File: config.mk
export PLATFORM = sky130hd
export DESIGN_NAME = led_bias_seq
export DESIGN_NICKNAME = d
export VERILOG_FILES = /design/src/rtl/led_bias_seq.sv
export SDC_FILE = /design/constraint.sdc
export NUM_CORES = 1
export LEC_CHECK = 0
export ABC_CLOCK_PERIOD_IN_PS = 4700
export BUFFER_PORTS_ARGS = -buffer_cell sky130_fd_sc_hd__buf_2
export CORE_ASPECT_RATIO = 2
export CORE_MARGIN = 3
export CORE_UTILIZATION = 27
export DETAILED_ROUTE_END_ITERATION = 7
export RECOVER_POWER = 50
export SLEW_MARGIN = 20
export SYNTH_ARGS = -nofsm -noshare
export SYNTH_HDL_FRONTEND = slang
export SYNTH_SLANG_ARGS = --single-unit
File: constraint.sdc
create_clock -name clk -period 4.7 [get_ports clk]
set_input_delay 0 -clock clk [delete_from_list [all_inputs] [get_ports clk]]
set_output_delay 0 -clock clk [all_outputs]
set_load 0.01 [all_outputs]
File: src/rtl/led_bias_seq.sv
// Multi-channel LED bias sequencer.
// Each channel brings up its current reference (nref) first and holds it for a
// settle time before enabling the bias voltage (vref_in). On turn-off it holds
// nref for a discharge time after vref_in drops. Only one channel may be
// settling at a time, which limits inrush on vccio.
//
// Ports:
//   clk       block clock
//   rst_n     asynchronous active-low reset
//   icc40u    global LED power-down, high forces all channels off
//   poc       power-on-clear from the IO ring, high forces all channels off
//   cbit_en   per-channel static configuration enable
//   led_en    per-channel dynamic enable from the LED IP
//   nref      per-channel current-reference enable
//   vref_in   per-channel bias-voltage enable
//   bias_ok   per-channel "bias is up" status
//   settling  some channel is currently settling its reference
module led_bias_seq #(
  parameter int unsigned NUM_CH     = 2,
  parameter int unsigned SETTLE_CYC = 16,
  parameter int unsigned DISCH_CYC  = 4
) (
  input  logic              clk,
  input  logic              rst_n,
  input  logic              icc40u,
  input  logic              poc,
  input  logic [NUM_CH-1:0] cbit_en,
  input  logic [NUM_CH-1:0] led_en,
  output logic [NUM_CH-1:0] nref,
  output logic [NUM_CH-1:0] vref_in,
  output logic [NUM_CH-1:0] bias_ok,
  output logic              settling
);

  typedef enum logic [1:0] {
    StOff   = 2'd0,
    StRefUp = 2'd1,
    StOn    = 2'd2,
    StDisch = 2'd3
  } state_e;

  localparam logic [7:0] SettleLoad = 8'(SETTLE_CYC - 1);
  localparam logic [7:0] DischLoad  = 8'(DISCH_CYC - 1);

  state_e            st_q  [NUM_CH];
  state_e            st_d  [NUM_CH];
  logic [7:0]        cnt_q [NUM_CH];
  logic [7:0]        cnt_d [NUM_CH];

  logic [NUM_CH-1:0] req;
  logic [NUM_CH-1:0] grant;
  logic              force_off;
  logic              any_refup;
  logic              found;

  logic [NUM_CH-1:0] nref_d;
  logic [NUM_CH-1:0] vref_d;
  logic              settling_d;

  assign req       = cbit_en & led_en;
  assign force_off = icc40u | poc;

  // Arbitration looks at registered state only, so a channel granted this edge
  // blocks everyone else from the next edge onwards.
  always_comb begin
    any_refup = 1'b0;
    for (int unsigned i = 0; i < NUM_CH; i++) begin
      if (st_q[i] == StRefUp) any_refup = 1'b1;
    end
  end

  always_comb begin
    grant = '0;
    found = 1'b0;
    for (int unsigned i = 0; i < NUM_CH; i++) begin
      if (!found && st_q[i] == StOff && req[i]) begin
        grant[i] = 1'b1;
        found    = 1'b1;
      end
    end
    if (any_refup || force_off) grant = '0;
  end

  always_comb begin
    for (int unsigned i = 0; i < NUM_CH; i++) begin
      st_d[i]  = st_q[i];
      cnt_d[i] = cnt_q[i];
      if (force_off) begin
        // Hard power-down: skip discharge entirely.
        st_d[i]  = StOff;
        cnt_d[i] = 8'd0;
      end else begin
        unique case (st_q[i])
          StOff: begin
            if (grant[i]) begin
              st_d[i]  = StRefUp;
              cnt_d[i] = SettleLoad;
            end
          end
          StRefUp: begin
            if (!req[i]) begin
              st_d[i]  = StDisch;
              cnt_d[i] = DischLoad;
            end else if (cnt_q[i] == 8'd0) begin
              st_d[i] = StOn;
            end else begin
              cnt_d[i] = cnt_q[i] - 8'd1;
            end
          end
          StOn: begin
            if (!req[i]) begin
              st_d[i]  = StDisch;
              cnt_d[i] = DischLoad;
            end
          end
          StDisch: begin
            // req is ignored here; the channel re-arbitrates once back in OFF.
            if (cnt_q[i] == 8'd0) begin
              st_d[i] = StOff;
            end else begin
              cnt_d[i] = cnt_q[i] - 8'd1;
            end
          end
          default: begin
            st_d[i]  = StOff;
            cnt_d[i] = 8'd0;
          end
        endcase
      end
    end
  end

  // Outputs are flopped alongside the state so they always match st_q.
  always_comb begin
    nref_d     = '0;
    vref_d     = '0;
    settling_d = 1'b0;
    for (int unsigned i = 0; i < NUM_CH; i++) begin
      nref_d[i] = (st_d[i] != StOff);
      vref_d[i] = (st_d[i] == StOn);
      if (st_d[i] == StRefUp) settling_d = 1'b1;
    end
  end

  always_ff @(posedge clk or negedge rst_n) begin
    if (!rst_n) begin
      for (int unsigned i = 0; i < NUM_CH; i++) begin
        st_q[i]  <= StOff;
        cnt_q[i] <= 8'd0;
      end
      nref     <= '0;
      vref_in  <= '0;
      bias_ok  <= '0;
      settling <= 1'b0;
    end else begin
      for (int unsigned i = 0; i < NUM_CH; i++) begin
        st_q[i]  <= st_d[i];
        cnt_q[i] <= cnt_d[i];
      end
      nref     <= nref_d;
      vref_in  <= vref_d;
      bias_ok  <= vref_d;
      settling <= settling_d;
    end
  end

endmodule

# After elaboration in Yosys (flattened, before gate mapping)
# Cells that the tools add are included.
word_totals:
  wordCells: 71
  regBits: 25
op_classes:
  bitwise: 2
  n_addsub: 2
  mux: 33
  n_reduce_logical: 13
  eq_ne: 14
ops:
  columns: ["operator", "count"]
  rows:
  - ["8-bit two-way mux", 10]
  - ["8-bit case mux with 4 select lines", 2]
  - ["2-bit two-way mux", 13]
  - ["8-bit logical NOT", 2]
  - ["2-bit case mux with 4 select lines", 2]
  - ["8-bit by 1-bit subtractor with 8-bit output (second input constant)", 2]
  - ["2-bit equality test (second input constant)", 6]
  - ["3-bit != test (second input constant)", 4]
  - ["2-bit by 1-bit equality test with 1-bit output (second input constant)", 4]
  - ["1-bit two-way mux", 6]
  - ["2-bit logical NOT", 2]
  - ["2-bit AND reduction", 2]
  - ["2-bit nonzero test", 2]
  - ["1-bit logical AND", 3]
  - ["2-bit bitwise AND", 1]
  - ["1-bit logical NOT", 1]
  - ["1-bit logical OR", 1]
  - ["1-bit OR", 1]

# Longest topological paths before layout
depth:
  ltp_word: 14
  depth_mapped: 7
  ltp_nobuf: 7

# Worst setup path after synthesis
# OpenSTA, ideal clock, no wires.
synth_timing:
  kind: "register to register"
  from: "register cnt_q[3] in the netlist's numbering"
  to: "register bias_ok[1]"
  required_ps: 4633
  period_less_slack_ps: 2045
  path_slack_ps: 2655
  arrival_ps: 1978
  path_stages_with_launch: 6
  path_cell_list: "dfrtp_1 or4_4 or4b_4 mux2_4 nor2_4 and2_1"
synth_lines:
  columns: ["item", "line", "text"]
  rows:
  - ["start, declared", "47", "logic [7:0] cnt_q [NUM_CH];"]
  - ["start signal, assigned by index", "158", "cnt_q[i] <= cnt_d[i];"]
  - ["end signal, assigned", "162", "bias_ok <= vref_d;"]
  - ["end, declared", "31", "output logic [NUM_CH-1:0] bias_ok,"]

# Final worst setup path
layout_timing:
  from: "register cnt_q[3] in the netlist's numbering"
  to: "register cnt_q[2] in the netlist's numbering"
layout_via:
  elab_chain_cells: 5
layout_rtl:
  columns: ["item", "line"]
  rows:
  - ["8-bit logical NOT (*)", "104, 118"]
  - ["8-bit two-way mux (*)", null]
  - ["8-bit two-way mux", null]
  - ["8-bit case mux with 4 select lines (*)", null]
  - ["8-bit two-way mux (*)", null]
# Mark *: on every way between the ends. The rest lies on a longest branch, timed or not.
# A chain may end at the register's enable or synchronous reset.

==> results.md <==
Timing:
- The final-report max-slew violation count was 0.
- Setup violations remaining at the end of the flow were counted as 0.
- The smallest clock period supported by the final layout is computed as 2.32 ns.
- The worst hold slack across all endpoints is 0.0922 ns.
- Headroom to the max-slew limit came out at about a tenth.
- Setup repair after global routing left no endpoint under its margin.
- At the pin with the least slew margin, the transition time is 1.34 ns.
- The count of endpoints failing hold in the final timing report is 0.
- Static timing analysis puts the maximum clock frequency at ~430 MHz.
- Dividing the final minimum period by the clock period gives about half.
- The setup clock skew after layout is between 0.008 and 0.009 ns.
- For the final routed database, the setup TNS stands at 0 ns.

Setup path:
- The capture instance of the worst register-to-register path is cnt_q[2].
- The buffers plus inverters on the worst setup path is 0.
- The kind of launch point of the worst setup path is a flip-flop.
- The capturing element type of the critical path is a flip-flop.
- The top fanout value on the critical path is 5.
- Among all stages on the critical path, the largest delay is contributed by o311ai_0.
- The worst-case register-to-register setup slack is between 2 and 2.5 ns.
- For the worst setup path, the data arrival time is between 2 and 2.5 ns.
- The signal on the critical path passes through or4_4 -> o311ai_0 -> nor2_1 -> a31oi_1 -> o21ai_0.
- On the worst path, the slowest cell contributes a delay of about 0.75 ns.
- In this design, the largest share of critical-path delay is due to compound AO/OA/AOI/OAI gates.
- At the worst endpoint, the required time is just under 5 ns.
- The path type of the worst setup path is reg -> reg.
- The worst register-to-register path begins at cnt_q[3].
- The number of cell instances on the worst register-to-register path is 5.

Die:
- The floorplan has 37 rows.
- The top-level port count is 15.
- The die span in y is ~110 um.
- The total die area is roughly 6400 um2.
- Once the floorplan was initialized, standard cells occupied 28.3% of the core.
- In this run the horizontal extent of the chip is slightly below 60 um.
- The core outline area is between 5000 and 6000 um2.

Placement:
- The count of input and output buffers is 14.
- The HPWL after detailed placement is approximately 2500 um.
- The routability-driven placement congestion ratio is between 0.8 and 0.9.

Synth:
- The cell count after synthesis came out at 165.
- Ranked by total cell area, the synthesized netlist is headed by dfrtp_1 43%, o21ai_0 5.8%, a21oi_1 4.8%.
- The cell area that synthesis handed to floorplanning was 1470 um2.
- After synthesis, flip-flops and latches occupy 42.7% of the total area.
- During synthesis, Yosys emitted a total of 0 warnings.
- The synthesized design devotes to its leading area cell type 42.7% of total area.
- The count of distinct cell types in the synthesized netlist is between 40 and 50.
- The post-synthesis register bit count is 25.
- The biggest area consumer among synthesized cells is dfrtp_1.
- The average cell area after synthesis is 8.88 um2.
- The number of nets handed over by synthesis was 177.

Clock tree:
- The library cell used as clock root buffer is clkbuf_8.
- Clock-pin slew was measured on the worst setup and hold paths at around 0.1 ns.
- The clock buffer count from CTS is 3.
- The H-tree depth is 1.
- The clock tree buffer depth is 2.
- The source-to-sink clock delay at the later pin of the worst-skew pair is ~0.27 ns.
- The clock net sink count is 25.
- The clock tree from TritonCTS is built.
- The number of setup buffers added after CTS is 0.

Route:
- The routed layout has ~1,200 vias.
- The post-detailed-route count of antenna-violating nets is 0.
- The number of iterations in the first detailed-routing pass is 4.
- The total detailed-routing wirelength is between 3000 and 4000 um.
- The detail-routed net length per standard cell is 13.5 um.
- The routed via count divided by cell count is about 5.3.
- For this run, design rule violations remaining after detail routing come to 0.
- The first routing iteration left 27 violations.

Cells and area:
- The multi-input combinational cells in the finished layout cover a total of 758 um2.
- At the end of the flow, the number of nets in the layout was 190.
- Counting the fill cells in the layout gives between 500 and 600.
- The fraction of layout cells with a size suffix above 1 is roughly an eighth.
- The storage element area is ~630 um2.
- The area growth from synthesis to final layout is 11.0%.
- The number of antenna diodes in the final layout is 0.

Flow run:
- Max-cap violations in this run came to 0.

Worst hold path:
- The path class of the tightest hold or removal check is in -> reg.
- The launch instance of the worst min-delay path is icc40u.
- Along the worst hold path, the cell count comes to 4.
- The hold path endpoint is cnt_q[9].

Pwr:
- The power density normalized to cell area is about 250 nW/um2.
- The largest vdd supply drop is around 0.00013 V.
- Total power for the finished layout comes to between 400 and 500 uW.
- The leakage power figure is 0.734 nW.

Global routing:
- For this run, the total global-route usage over all layers was measured as a little over a tenth.
- The pin count of the biggest net entering global routing is 26.
- The first-pass GRT wire length is 5450 um.
- The number of global-route vias before repair was 1,194.
- The initial antenna violation count is 0.
- The overflow left after global routing is 0.

Outcome:
- The flow ran to the end, and the final reports show no timing, DRC or antenna violations.
-- kinds of logic after synthesis --
logic type | share of synthesized area, %
adders and majority gates | 3.42
DFF | 42.7
muxes | 1.71
xor gates and xnor gates | 3.59
and+or+nand+nor | 19.8
buffers and inverters | 5.64
AOI/OAI and AO/OA | 23.1
-- worst min-delay path: stages --
cell,delay [ns]
buf_2,0.08
nor2_1,0.11
nand2_1,0.09
a21oi_1,0.04
-- per-layer routing --
| layer | share of wire [%] | track usage [%] | vias to the layer above |
|---|---|---|---|
| met5 | 0 | 0 | - |
| met4 | 2.8 | 6.47 | 0 |
| met3 | 2.2 | 1.63 | 6 |
| met2 | 57 | 20.5 | 19 |
| met1 | 38 | 11.1 | 595 |
| li1 | - | - | 616 |
-- cell usage after synthesis, drive strengths merged --
master	instances
a221oi	2
o211ai	1
o31a	2
mux2	1
o31ai	3
and3	1
ha	4
and3b	1
or4b	1
a221o	1
o311ai	1
or4	2
a21oi	14
buf	3
a31oi	3
inv	12
nor3	7
o21a	1
o22ai	2
and2	2
dfrtp	25
clkbuf	4
a211oi	2
nand2b	1
and4	1
o21ai	17
nand3	4
xor2	2
a41oi	1
nand2	16
nor2	11
a2111oi	1
or3	4
nor2b	1
a21o	3
or2	2
mux2i	1
xnor2	4
nor3b	1
-- flip-flops by register name (all words and copies together), names as in the netlist --
register,count
cnt_q,16
bias_ok,2
settling,1
st_q,4
nref,2
-- through the flow --
stage               setup slack [ns]  cell area (um2)  cells  utilization [%]
finish                          2.38             1630    235             31.4
global route                    2.17             1630    235             31.4
CTS                             2.38             1630    235             31.4
detailed placement              2.41             1570    230             30.3
global placement                2.42             1570    230             30.3
floorplan                       2.65             1470    165                -
-- what timing repair did --
| item | in CTS | in global routing |
|---|---|---|
| setup endpoints to repair | 0 | 0 |
| resized for setup | 0 | 0 |
| hold buffers | 1 | 0 |
| endpoints found under the hold margin | 25 | 0 |
-- worst max-delay path by stage --
stage | start | end | slack (ns) | cells past startpoint
2_1_floorplan | cnt_q[3] | bias_ok[1] | 2.65 | 5
3_3_place_gp | cnt_q[3] | cnt_q[2] | 2.42 | 5
3_5_place_dp | cnt_q[3] | cnt_q[2] | 2.41 | 5
4_1_cts | cnt_q[3] | cnt_q[2] | 2.38 | 5
5_1_grt | cnt_q[3] | cnt_q[2] | 2.17 | 5
6_report | cnt_q[3] | cnt_q[2] | 2.38 | 5
-- cell type report --
| type | count | area share, % |
|---|---|---|
| multi-input combinational | 121 | 46.6 |
| sequential | 25 | 38.5 |
| timing repair buffer | 15 | 4.62 |
| tap | 58 | 4.46 |
| inverter | 12 | 2.77 |
| clock buffer | 3 | 2.54 |
| clock inverter | 1 | 0.538 |
-- cells in the final DEF (no fill, tap or decap), types with 3 or more instances in the layout --
| cell | instances |
|---|---|
| ha_1 | 4 |
| xnor2_1 | 4 |
| clkbuf_8 | 3 |
| clkbuf_1 | 4 |
| buf_2 | 10 |
| dfrtp_1 | 25 |
| nand3_1 | 4 |
| inv_1 | 12 |
| o21ai_0 | 17 |
| nand2_1 | 16 |
| a21oi_1 | 14 |
| a21o_1 | 3 |
| a31oi_1 | 3 |
| nor3_1 | 7 |
| or3_1 | 4 |
| nor2_1 | 10 |
| o31ai_1 | 3 |
-- power breakdown --
| group | total [mW] | leakage [nW] | internal [mW] | switching (mW) |
|---|---|---|---|---|
| clock | 0.135 | 0.0261 | 0.0621 | 0.0727 |
| combinational | 0.0559 | 0.362 | 0.0209 | 0.0350 |
| sequential | 0.223 | 0.346 | 0.219 | 0.00391 |
| total | 0.414 | 0.734 | 0.302 | 0.112 |
No activity file was read; power rests on OpenSTA's default activity.
